==> config.mk <==
export PLATFORM = sky130hd
export DESIGN_NAME = frame_loader
export DESIGN_NICKNAME = d
export VERILOG_FILES = /design/src/rtl/matrix_pkg.sv /design/src/rtl/timeout_counter.sv /design/src/rtl/frame_loader.sv
export SDC_FILE = /design/constraint.sdc
export NUM_CORES = 1
export LEC_CHECK = 0
export ABC_CLOCK_PERIOD_IN_PS = 4750
export CORE_MARGIN = 2
export CORE_UTILIZATION = 55
export CTS_CLUSTER_SIZE = 20
export DETAILED_ROUTE_END_ITERATION = 8
export GPL_TIMING_DRIVEN = 0
export PLACE_DENSITY = 0.8
export SLEW_MARGIN = 20
export SYNTH_ARGS = -nofsm -noshare
export SYNTH_HDL_FRONTEND = slang
export SYNTH_HIERARCHICAL = 1
export SYNTH_SLANG_ARGS = --single-unit
==> constraint.sdc <==
create_clock -name clk -period 4.75 [get_ports clk]
set_input_delay 0.7125 -clock clk [delete_from_list [all_inputs] [get_ports clk]]
set_output_delay 0.7125 -clock clk [all_outputs]
set_load 0.02 [all_outputs]
==> src/rtl/matrix_pkg.sv <==
// Shared definitions for the LED matrix frame buffer: the scan driver and the
// frame loader both take the RAM geometry and state encoding from here.
package matrix_pkg;

  // Frame start marker recognised by the loader while idle.
  localparam logic [7:0] SYNC_BYTE = 8'hA5;

  // Loader FSM: wait for sync, collect R/G/B, then one write cycle.
  typedef enum logic [2:0] {
    IDLE  = 3'd0,
    RED   = 3'd1,
    GREEN = 3'd2,
    BLUE  = 3'd3,
    WRITE = 3'd4
  } fl_state_e;

  // Highest word address of one half-RAM: length words per row, 2^scan_bit rows.
  function automatic int addrmax_f(input int length, input int scan_bit);
    return length * (1 << scan_bit) - 1;
  endfunction

  // Address width for a RAM whose top address is amax (at least one bit).
  function automatic int addr_w_f(input int amax);
    return (amax > 0) ? $clog2(amax + 1) : 1;
  endfunction

endpackage

==> src/rtl/timeout_counter.sv <==
// Idle watchdog: counts enabled cycles since the last clear and flags the cycle
// in which the count would reach timeout_cycles. A clear in that same cycle
// wins, so a late-but-arriving byte never raises an expiry.
module timeout_counter #(
  parameter int timeout_cycles = 100000
) (
  input  logic clk,
  input  logic reset_n,
  input  logic clr,
  input  logic en,
  output logic expire
);

  localparam int CW = (timeout_cycles > 1) ? $clog2(timeout_cycles + 1) : 1;

  logic [CW-1:0] cnt;

  assign expire = en && !clr && (cnt == CW'(timeout_cycles - 1));

  // Idle cycle count; restarts on clear and after it expires.
  always_ff @(posedge clk or negedge reset_n) begin
    if (!reset_n)         cnt <= '0;
    else if (clr || expire) cnt <= '0;
    else if (en)          cnt <= cnt + CW'(1);
  end

endmodule

==> src/rtl/frame_loader.sv <==
// Write side of the LED matrix frame buffer. Frames the UART byte stream on a
// sync byte, packs R,G,B into one word (R in the low slot) and writes the
// upper-half RAM then the lower-half RAM, each addressed 0..addrmax.
module frame_loader
  import matrix_pkg::*;
#(
  parameter int         length         = 5,
  parameter int         bitdepth       = 8,
  parameter int         scan_bit       = 3,
  parameter int         timeout_cycles = 100000,
  parameter logic [7:0] sync_byte      = SYNC_BYTE,
  localparam int        ADDRMAX        = addrmax_f(length, scan_bit),
  localparam int        AW             = addr_w_f(ADDRMAX)
) (
  input  logic                  clk,
  input  logic                  reset_n,
  input  logic [7:0]            rx_data,
  input  logic                  rx_valid,
  output logic                  rx_ready,
  output logic [AW-1:0]         waddr,
  output logic [bitdepth*3-1:0] wdata,
  output logic                  we1,
  output logic                  we2,
  output logic                  frame_done,
  output logic                  frame_error
);

  localparam logic [AW-1:0] LAST = AW'(ADDRMAX);

  fl_state_e           state;
  logic [AW-1:0]       idx;
  logic                half;
  logic [bitdepth-1:0] slot0, slot1;
  logic                acc, in_pixel, expire;

  // Ready everywhere except the write cycle, which is the per-pixel stall.
  assign rx_ready = (state != WRITE);
  assign acc      = rx_valid && rx_ready;
  assign in_pixel = (state == RED) || (state == GREEN) || (state == BLUE);

  timeout_counter #(.timeout_cycles(timeout_cycles)) u_timeout (
    .clk    (clk),
    .reset_n(reset_n),
    .clr    (acc),
    .en     (in_pixel),
    .expire (expire)
  );

  // Frame FSM; write strobes, address and data are issued on the blue byte so
  // they are valid exactly during the WRITE cycle.
  always_ff @(posedge clk or negedge reset_n) begin
    if (!reset_n) begin
      state       <= IDLE;
      idx         <= '0;
      half        <= 1'b0;
      slot0       <= '0;
      slot1       <= '0;
      waddr       <= '0;
      wdata       <= '0;
      we1         <= 1'b0;
      we2         <= 1'b0;
      frame_done  <= 1'b0;
      frame_error <= 1'b0;
    end else begin
      we1         <= 1'b0;
      we2         <= 1'b0;
      frame_done  <= 1'b0;
      frame_error <= 1'b0;
      case (state)
        IDLE: begin
          if (acc && rx_data == sync_byte) begin
            idx   <= '0;
            half  <= 1'b0;
            state <= RED;
          end
        end
        RED: begin
          if (acc) begin
            slot0 <= rx_data[bitdepth-1:0];
            state <= GREEN;
          end else if (expire) begin
            frame_error <= 1'b1;
            state       <= IDLE;
          end
        end
        GREEN: begin
          if (acc) begin
            slot1 <= rx_data[bitdepth-1:0];
            state <= BLUE;
          end else if (expire) begin
            frame_error <= 1'b1;
            state       <= IDLE;
          end
        end
        BLUE: begin
          if (acc) begin
            wdata      <= {rx_data[bitdepth-1:0], slot1, slot0};
            waddr      <= idx;
            we1        <= !half;
            we2        <= half;
            frame_done <= half && (idx == LAST);
            state      <= WRITE;
          end else if (expire) begin
            frame_error <= 1'b1;
            state       <= IDLE;
          end
        end
        WRITE: begin
          if (idx == LAST) begin
            if (half) begin
              state <= IDLE;
            end else begin
              idx   <= '0;
              half  <= 1'b1;
              state <= RED;
            end
          end else begin
            idx   <= idx + AW'(1);
            state <= RED;
          end
        end
        default: state <= IDLE;
      endcase
    end
  end

endmodule

==> results.toml <==
[layout]
syn2layout_area_growth_pct = 21.9
nets = 392
layout_common_cells = "nand2_1 (100), dfrtp_1 (77), clkdlybuf4s50_1 (44), nor2_1 (27), xnor2_1 (10)"
mostFrequentLayoutCell = "nand2_1"
drive_gt1_share_pct = 15.9
diodes = 0
design_area_sq_mm = 0.00414

[grt]
grt_max_degree = 43
grt_pass1_wl_mm = 11.5
grt_use_total_pct = 22.9
overflow = 0
antenna_found_initial = 0
grt_pass1_vias = 2488

[timing]
rsz0062_at_grt = "no"
max_slew_margin_pct = 68.9
final.setup.tns_ns = 0
finalWorstSetupSlack_ns = 2.15
period_share_pct = 54.8
hold_violations = 0
min_period_ns = 2.60
fmax_ghz = 0.385
slew_viol_final = 0
clock_skew_ns = 0.0116
setup_viol = 0
tightest_slew_ns = 0.466

[synth]
syn_inst = 322
synth.yosys.seq_area_share_pct = 56.7
yosys.area_share.simple_pct = 24.5
synth_edf_count = 0
synth-xor-area-share_pct = 4.13
synth_nets = 335
yosysTopAreaCell = "dfrtp_1"
synthTopCellsByArea = "dfrtp_1 (57%), nand2_1 (11%), mux2_4 (3.5%)"
ys.flop_type = "dfrtp_1"
synth_top_family_by_area = "simple AND/OR/NAND/NOR gates"
ys_types = 47
synth_compound_area_share_pct = 4.24
async_flop_share_pct = 100
synth_top_area_share_pct = 56.7
synth-seq-cells = 77
synth_mux_area_share_pct = 6.48
synth_fa_ha_area_share_pct = 0.737
synth_warnings = 6
syn-cell-area_sq_mm = 0.00340
avgSynthCellArea_sq_um = 10.5

[clocking]
cts.clk_slew.worst_paths_ns = 0.08
clk_latency_ns = 0.36
post-cts-setup-buffers = 0
cts_made_buffers = 9
postCtsHoldBufs = 0
clockBufferDepth = 2
cts_root_buffer = "clkbuf_8"
cts_tree = "yes"
h-tree-depth = 3
clock-sinks = 77
cts_resized = 0

[critical_path]
cp.required_ns = 4.04
critical_path.cell_chain = "buf_6, nor3b_4, inv_2, clkdlybuf4s50_1"
critical-path-top-delay-family = "buffers and inverters"
critPathLaunchType = "register"
critPathBufInv = 3
criticalPathCategory = "register to primary output"
critPathArrivalTime_ns = 1.89
cp-end-kind = "primary output"
slowest_delay_ns = 0.55
crit_fanout = 8
slowest_stage = "clkdlybuf4s50_1"

[routing]
ant_nets = 0
totalWireLength_mm = 6.91
vias = 2462
first_iter_violations = 113
drc = 0
post_drt_wl_per_cell_um = 15.0
dr.pass1.iters = 4
via_per_inst = 5.36

[pwr]
p_leak_nw = 1.90
power_frac_comb_pct = 34.9
ir_drop_v = 0.000378
p_total_mw = 2.23
pwr_density_cell_mw_per_mm2 = 538
power.internal_mw = 1.45
p_switching_mw = 0.778
swShare_pct = 34.9
pwr-share-clk_pct = 20.5
p_seq_share_pct = 44.6

[placed_design]
post-place-ws_ns = 1.95
io_buffers = 45
dp_hpwl_mm = 4.84
place_congestion = 0.838
place_area_sq_mm = 0.00396

[floorplanning]
die_h_um = 82.6
num_io_pins = 46
coreArea_sq_mm = 0.00596
dieWidth_um = 82.6
rows = 28
initial_utilization_pct = 57.0
die_area_sq_mm = 0.00682

[outcome]
run_status = "finished, final reports clean"

[flow_run]
drv_cap = 0

[hold_path]
min_path_type = "input pin to asynchronous set/reset pin"
## registers in the layout (all words and copies together), names as in the netlist
signal / flops
frame_done: 1
frame_error: 1
idx: 6
half: 1
slot0: 8
u_timeout/cnt: 17
waddr: 6
slot1: 8
wdata: 24
we1: 1
we2: 1
state: 3
## path summary, 6_finish.rpt
path,startpoint,slack [ns],endpoint,cells after the start
setup reg to reg,state[1]$_DFFE_PN0P_,2.32,u_timeout/cnt[8]$_DFFE_PN0P_,8
max in group asynchronous,reset_n,3.88,we2$_DFF_PN0_,2
hold / removal,reset_n,0.30,u_timeout/cnt[5]$_DFFE_PN0P_,1
setup / recovery,state[1]$_DFFE_PN0P_,2.15,rx_ready,4
hold reg to reg,slot1[0]$_DFFE_PN0P_,0.48,wdata[8]$_DFFE_PN0P_,2
min in group clk,slot1[0]$_DFFE_PN0P_,0.48,wdata[8]$_DFFE_PN0P_,2
## power by group through the flow
stage / Sequential, mW / Combinational, mW / Clock (mW)
5_1_grt: 1.02 / 0.851 / 0.494
6_report: 0.994 / 0.776 / 0.458
3_5_place_dp: 1.00 / 0.782 / 0
2_1_floorplan: 1.10 / 0.352 / 0
3_3_place_gp: 0.993 / 0.757 / 0
4_1_cts: 0.993 / 0.786 / 0.469
## cell usage after synthesis (2+ instances only)
library cell    n
nand2_1       100
dfrtp_1        77
nor2_1         27
xnor2_1        10
mux2_2          8
mux2_4          8
nor3_1          7
buf_2           6
inv_1           6
nand4_1         6
o21ai_0         6
xor2_1          6
nand3_1         5
a21oi_1         4
buf_6           4
nor4_1          4
or3_1           4
and2b_2         2
and4bb_2        2
ha_1            2
nand3_2         2
## worst register-to-register path: cells and delay by family (launching register included)
kind	cells	cell delay [ns]
buffers and inverters	2	0.39
AO/OA/AOI/OAI	1	0.43
AND/OR/NAND/NOR	5	1.12
flip-flops	1	0.39
## cell type report
class	instances	area, sq um
Sequential cell	77	1930
Fill cell	469	1820
Multi-Input combinational cell	227	1360
Timing Repair Buffer	46	468
Clock buffer	9	124
Tap cell	75	93.8
Buffer	11	82.6
Clock inverter	7	57.6
Inverter	7	26.3
## through the flow
step | util (%) | instances | hold WS (ns)
6_report | 69.5 | 459 | 0.305
5_1_grt | 69.5 | 459 | 0.327
4_1_cts | 69.5 | 459 | 0.306
3_5_place_dp | 66.4 | 443 | 0.452
3_3_place_gp | 66.2 | 442 | 0.443
2_1_floorplan | - | 322 | 0.417
## logic make-up (layout without fill, tap and decap cells)
family,count (synthesis),count (layout)
fa+ha+maj,2,2
simple gates,173,173
compound gates,19,19
xor+xnor,16,16
buf+inv,18,80
mux,17,17
flops,77,77
## routing by layer
metal | GRT usage (%) | part of all wire, %
met3 | 6.74 | 4.6
met2 | 35.1 | 48
met1 | 30.8 | 46
met4 | 9.51 | 1.3
met5 | 0 | 0
No activity file was read; power rests on OpenSTA's default activity.
